$ cat src/rtl/awb_gain_apply.sv
// awb_gain_apply
//   Applies white-balance gains to a tagged 12-bit pixel stream.
//   The pipeline is two stages deep: gain selection and multiply, then
//   rounding and saturation. Gains are double-buffered (shadow/active).
//   Gains written while a frame is running are held in the shadow
//   registers and only take effect after the frame's last pixel, so a
//   single frame is never processed with two different gain sets.
//
// Ports
//   clk          : clock, rising edge
//   rst_n        : asynchronous active-low reset
//   Din          : [15:4] pixel, [3:0] channel tag (bit2 R, bit1 B, bit3/bit0 G)
//   data_en      : Din valid this cycle
//   end_flag     : last pixel of the frame (qualified by data_en)
//   rGain/gGain/bGain : U2.6 gains, 0x40 = 1.0
//   gain_vld     : one-cycle strobe capturing the three gains
//   bypass       : (AWB_APPLY_BYPASS_EN only) pass Din through with the same latency
//   Dout         : {gained pixel, Din tag}
//   dout_en      : Dout valid
//   dout_end     : end_flag aligned with Dout
//   gain_pending : shadow gains waiting for the frame boundary
//
// Configuration
//   AWB_APPLY_BYPASS_EN : adds the bypass input.

module awb_gain_apply (
  input  logic        clk,
  input  logic        rst_n,
  input  logic [15:0] Din,
  input  logic        data_en,
  input  logic        end_flag,
  input  logic [7:0]  rGain,
  input  logic [7:0]  gGain,
  input  logic [7:0]  bGain,
  input  logic        gain_vld,
`ifdef AWB_APPLY_BYPASS_EN
  input  logic        bypass,
`endif
  output logic [15:0] Dout,
  output logic        dout_en,
  output logic        dout_end,
  output logic        gain_pending
);

  localparam logic [7:0] UnityGain = 8'h40;

  typedef enum logic {
    IDLE,
    ACTIVE
  } state_t;

  state_t     state;

  logic [7:0] shadowR, shadowG, shadowB;
  logic [7:0] activeR, activeG, activeB;

  logic       frameEnd;
  logic [7:0] selGain;
  logic [19:0] product;

  logic [19:0] prod1;
  logic [3:0]  tag1;
  logic        en1;
  logic        end1;
`ifdef AWB_APPLY_BYPASS_EN
  logic [11:0] pix1;
  logic        bypass1;
`endif

  logic [13:0] roundedPix;
  logic [11:0] satPix;

  assign frameEnd = data_en && end_flag;

  // Frame tracking and gain double-buffering. At the frame boundary the
  // active set takes the shadow values, or the strobed values directly if
  // gain_vld lands on the last pixel, so a late update is never lost.
  // The last pixel itself still sees the old active gains because stage 1
  // reads the registers before this update lands.
  always_ff @(posedge clk or negedge rst_n) begin
    if (!rst_n) begin
      state        <= IDLE;
      shadowR      <= UnityGain;
      shadowG      <= UnityGain;
      shadowB      <= UnityGain;
      activeR      <= UnityGain;
      activeG      <= UnityGain;
      activeB      <= UnityGain;
      gain_pending <= 1'b0;
    end else begin
      case (state)
        IDLE:    if (data_en && !end_flag) state <= ACTIVE;
        ACTIVE:  if (frameEnd)             state <= IDLE;
        default: state <= IDLE;
      endcase

      if (gain_vld) begin
        shadowR <= rGain;
        shadowG <= gGain;
        shadowB <= bGain;
      end

      if (frameEnd) begin
        activeR      <= gain_vld ? rGain : shadowR;
        activeG      <= gain_vld ? gGain : shadowG;
        activeB      <= gain_vld ? bGain : shadowB;
        gain_pending <= 1'b0;
      end else if (gain_vld) begin
        if (state == IDLE) begin
          activeR <= rGain;
          activeG <= gGain;
          activeB <= bGain;
        end else begin
          gain_pending <= 1'b1;
        end
      end
    end
  end

  // Tag decode with R > B > G priority; an untagged pixel passes at 1.0.
  always_comb begin
    selGain = UnityGain;
    if (Din[2])
      selGain = activeR;
    else if (Din[1])
      selGain = activeB;
    else if (Din[3] || Din[0])
      selGain = activeG;
    product = {8'd0, Din[15:4]} * {12'd0, selGain};
  end

  // Stage 1: register the product. Data registers only move on valid
  // pixels; the valid/end flags follow data_en every cycle so gaps propagate.
  always_ff @(posedge clk or negedge rst_n) begin
    if (!rst_n) begin
      prod1   <= '0;
      tag1    <= '0;
      en1     <= 1'b0;
      end1    <= 1'b0;
`ifdef AWB_APPLY_BYPASS_EN
      pix1    <= '0;
      bypass1 <= 1'b0;
`endif
    end else begin
      en1  <= data_en;
      end1 <= frameEnd;
      if (data_en) begin
        prod1 <= product;
        tag1  <= Din[3:0];
`ifdef AWB_APPLY_BYPASS_EN
        pix1    <= Din[15:4];
        bypass1 <= bypass;
`endif
      end
    end
  end

  // Round to nearest by adding half an LSB of the U2.6 gain before the
  // shift. The maximum product (4095 x 255) plus 32 still fits in 20 bits,
  // so the sum cannot wrap.
  assign roundedPix = 14'((prod1 + 20'd32) >> 6);
  assign satPix     = (roundedPix > 14'd4095) ? 12'hFFF : roundedPix[11:0];

  // Stage 2: output register, updated only when stage 1 holds a pixel.
  always_ff @(posedge clk or negedge rst_n) begin
    if (!rst_n) begin
      Dout     <= '0;
      dout_en  <= 1'b0;
      dout_end <= 1'b0;
    end else begin
      dout_en  <= en1;
      dout_end <= end1;
      if (en1) begin
`ifdef AWB_APPLY_BYPASS_EN
        Dout <= bypass1 ? {pix1, tag1} : {satPix, tag1};
`else
        Dout <= {satPix, tag1};
`endif
      end
    end
  end

endmodule

$ cat config.mk
export PLATFORM = sky130hd
export DESIGN_NAME = awb_gain_apply
export DESIGN_NICKNAME = d
export VERILOG_FILES = /design/src/rtl/awb_gain_apply.sv
export SDC_FILE = /design/constraint.sdc
export NUM_CORES = 1
export LEC_CHECK = 0
export BUFFER_PORTS_ARGS = -buffer_cell sky130_fd_sc_hd__clkbuf_2
export CORE_AREA = 5 5 140 142
export DETAILED_ROUTE_END_ITERATION = 10
export DIE_AREA = 0 0 145 147
export SETUP_SLACK_MARGIN = 0.02
export SKIP_LAST_GASP = 1
export SLEW_MARGIN = 20
export SYNTH_ARGS = -nofsm -noshare
export SYNTH_HDL_FRONTEND = slang
export SYNTH_SLANG_ARGS = --single-unit
$ cat constraint.sdc
create_clock -name clk -period 5.8 [get_ports clk]
set_input_delay 0.58 -clock clk [delete_from_list [all_inputs] [get_ports clk]]
set_output_delay 0.58 -clock clk [all_outputs]
set_load 0.02 [all_outputs]
==> flow_summary.toml <==
[run_status]
status = "completed"

[finish]
final_cell_mix = "91 x nand2_1, 88 x inv_1, 83 x dfrtp_1"
area_growth_syn_to_layout_pct = 13.41
final_common_cell = "nand2_1"
regArea_um2 = 2235
layout-drive-gt1-share_pct = 16.44
fill_cells = 1832
multi_input_area_um2 = 4398
finalNetCount = 958
post-route-util_pct = 44.00
num_antenna_cells = 0

[synthesis]
synth_cells = 758
synth_top_area_cell = "dfrtp_1"
synth_top_family_by_area = "adder cells"
yosys_warnings = 0
netlist.area_leader.share_pct = 29.20
synthArstFlopShare_pct = 100.0
synthAdderAreaFrac_pct = 23.29
ys.flop_type = "dfrtp_1"
synth_compound_area_share_pct = 12.65
synth_cell_types = 60
synth_edf_count = 0
synth_area_um2 = 7112
synth-xor-area-share_pct = 2.340
avgSynthCellArea_um2 = 9.382
yosys-top-cells-area = "dfrtp_1 29%, fa_1 17%, ha_1 6.7%"
synth-simple-area-share_pct = 20.57
synth.area.mux_share_pct = 2.956
ys_seq_elements = 89
ys_seq_area_share_pct = 31.42
syn-num-nets = 900

[grt]
antenna_found_initial = 0
grt_usage_pct = 15.70
grt_pass1_wl_um = 27950
grt-ovfl-total = 0
grt_pass1_vias = 5403
grt_max_degree = 78

[setup_path]
critical_path_peak_fanout = 12
path_buf_inv = 6
cp-end-kind = "flop"
cp_slowest_cell = "or4_1"
cp_cell_sequence = "clkbuf_2 -> nor2_1 -> buf_4 -> a22oi_1 -> nor2_1 -> a21oi_1 -> buf_4 -> nand2b_1 -> fa_1 -> fa_1 -> inv_1 -> fa_1 -> inv_1 -> fa_1 -> inv_1 -> ha_1 -> a21o_1 -> a21o_1 -> a21oi_2 -> o21ai_2 -> or4_1 -> o311ai_1"
crit_path_max_incr_delay_ns = 0.54
crit_arrival_ns = 5.51
cp_common_cell = "fa_1"
start_kind = "primary input"
crit_required_ns = 6.04
crit_type = "primary input to flop"
path_delay_family = "adder cells"

[cts]
root_buffer = "clkbuf_16"
htreeDepth = 3
path_clk_slew_ns = 0.07
cts_buffer_depth = 2
clock_latency_ns = 0.35
cts_buffers = 9
ctsResizeCount = 0
ctsHoldBuffers = 0
clock_sinks = 89
cts_setup_buffers = 0
cts_tree = "done"

[sta]
rsz0062_at_grt = "no"
finalMaxSlewViolations = 0
post-route-period-util_pct = 90.82
min_period_ns = 5.268
finalHoldViolations = 0
fin_tns_setup_ns = 0
fmax_mhz = 189.8
tightest_slew_ns = 0.9847
setup_violations = 0
finalWorstSetupSlack_ns = 0.5325
skew_ns = 0.009733
relSlewSlack_pct = 34.19
fin_hold_ws_ns = 0.06250

[floorplanning]
boundaryPins = 64
row_count = 50
core_um2 = 18330
fp.dieW_um = 145
die_y_um = 147
die-area_um2 = 21320
start_util_pct = 38.80

[drt]
drt_wl_total_um = 15790
drt-wirelength-per-cell_um = 14.96
vias = 5243
drtPass1Iterations = 4
drc = 0
via_per_inst = 4.970
ant_nets = 0
drt_iter0_markers = 269

[pwr]
peakVddDrop_v = 0.0002876
p_int_w = 0.002119
fin_total_pwr_w = 0.003756
seq_power_share_pct = 23.5
p_leak_nw = 3.876
powerDensity_nw_per_um2 = 465.7
p_switching_w = 0.001637
switching_share_pct = 43.58
p_clk_share_pct = 17.0
comb_power_share_pct = 59.5

[job]
cap_violations = 0

[placement]
post-dp-hpwl_um = 12210
dp_slack_ns = 0.1570
place_congestion = 0.8564
io_buffer_count = 63

[min_path]
hold_path.class = "primary input to async pin"
## cell families after synthesis
kind of cell | Yosys count
and+or+nand+nor | 283
AOI/OAI and AO/OA | 128
buffers and inverters | 123
adders and majority gates | 97
DFF | 89
xor gates and xnor gates | 19
muxes | 19
## path summary, 6_finish.rpt
path / slack [ns] / startpoint / cells past startpoint / to
setup / recovery: 0.53 / Din[1] / 22 / prod1[18]
hold / removal: 0.06 / rst_n / 1 / shadowB[4]
setup reg to reg: 0.59 / activeB[6] / 16 / prod1[18]
hold reg to reg: 0.37 / end1 / 0 / dout_end
max in group asynchronous: 4.81 / rst_n / 3 / shadowB[6]
min in group clk: 0.37 / end1 / 0 / dout_end
## power groups by stage
stage | registers (W) | clock network [W] | logic [W]
after floorplan | 0.000920 | 0 | 0.00166
after global placement | 0.000888 | 0 | 0.00224
after detailed placement | 0.000893 | 0 | 0.00223
after CTS | 0.000882 | 0.000659 | 0.00225
after global routing | 0.000904 | 0.000690 | 0.00258
final | 0.000881 | 0.000638 | 0.00224
## flip-flops by register name, indices dropped and copies added, names as in the netlist, named ones only
name	flops
Dout	16
activeB	8
activeG	8
activeR	8
dout_en	1
dout_end	1
en1	1
end1	1
gain_pending	1
prod1	15
shadowB	8
shadowG	8
shadowR	8
tag1	4
## layer usage
layer / wire [µm] / track usage [%] / vias to the layer above
met3: 540 / 2.992 / 13
li1: - / - / 2622
met1: 7976 / 23.03 / 2538
met4: 178 / 3.908 / 0
met2: 7092 / 23.99 / 70
met5: 0 / 0 / -
## layout make-up
| class | count | share of cell area, % |
|---|---|---|
| clock buffers | 10 | 2.963 |
| clock inverters | 6 | 1.117 |
| inverters | 88 | 4.096 |
| multi-input cells | 546 | 54.53 |
| flip-flops and latches | 89 | 27.71 |
| well taps | 234 | 3.630 |
| repair buffers | 82 | 5.957 |
## Yosys cell counts (3+ instances only)
master,number
a22oi_1,5
nand4_1,5
a21oi_2,3
o221ai_1,21
nand2_1,91
nor2b_1,47
mux2_2,16
a31oi_1,4
a21boi_1,4
o21ai_0,8
a211o_1,3
buf_2,4
dfrtp_1,83
dfstp_2,6
xnor2_1,12
o31ai_1,4
o21ai_2,3
nand3b_1,3
nand3_1,11
and3_1,6
inv_1,88
clkbuf_1,28
mux2i_1,3
o21a_1,7
nor2_1,35
fa_1,59
o211ai_1,3
o22ai_1,3
nor3_1,9
o21ai_1,4
a21oi_1,35
nand2b_1,34
ha_1,38
xor2_1,7
a21o_1,7
and2_1,30
## stage by stage
step	cell area [µm²]	std cells
floorplan	7112	758
detailed placement	7709	1038
global placement	7709	1038
CTS	8038	1054
finish	8065	1055
global route	8065	1055
(Power assumes the default switching activity.)
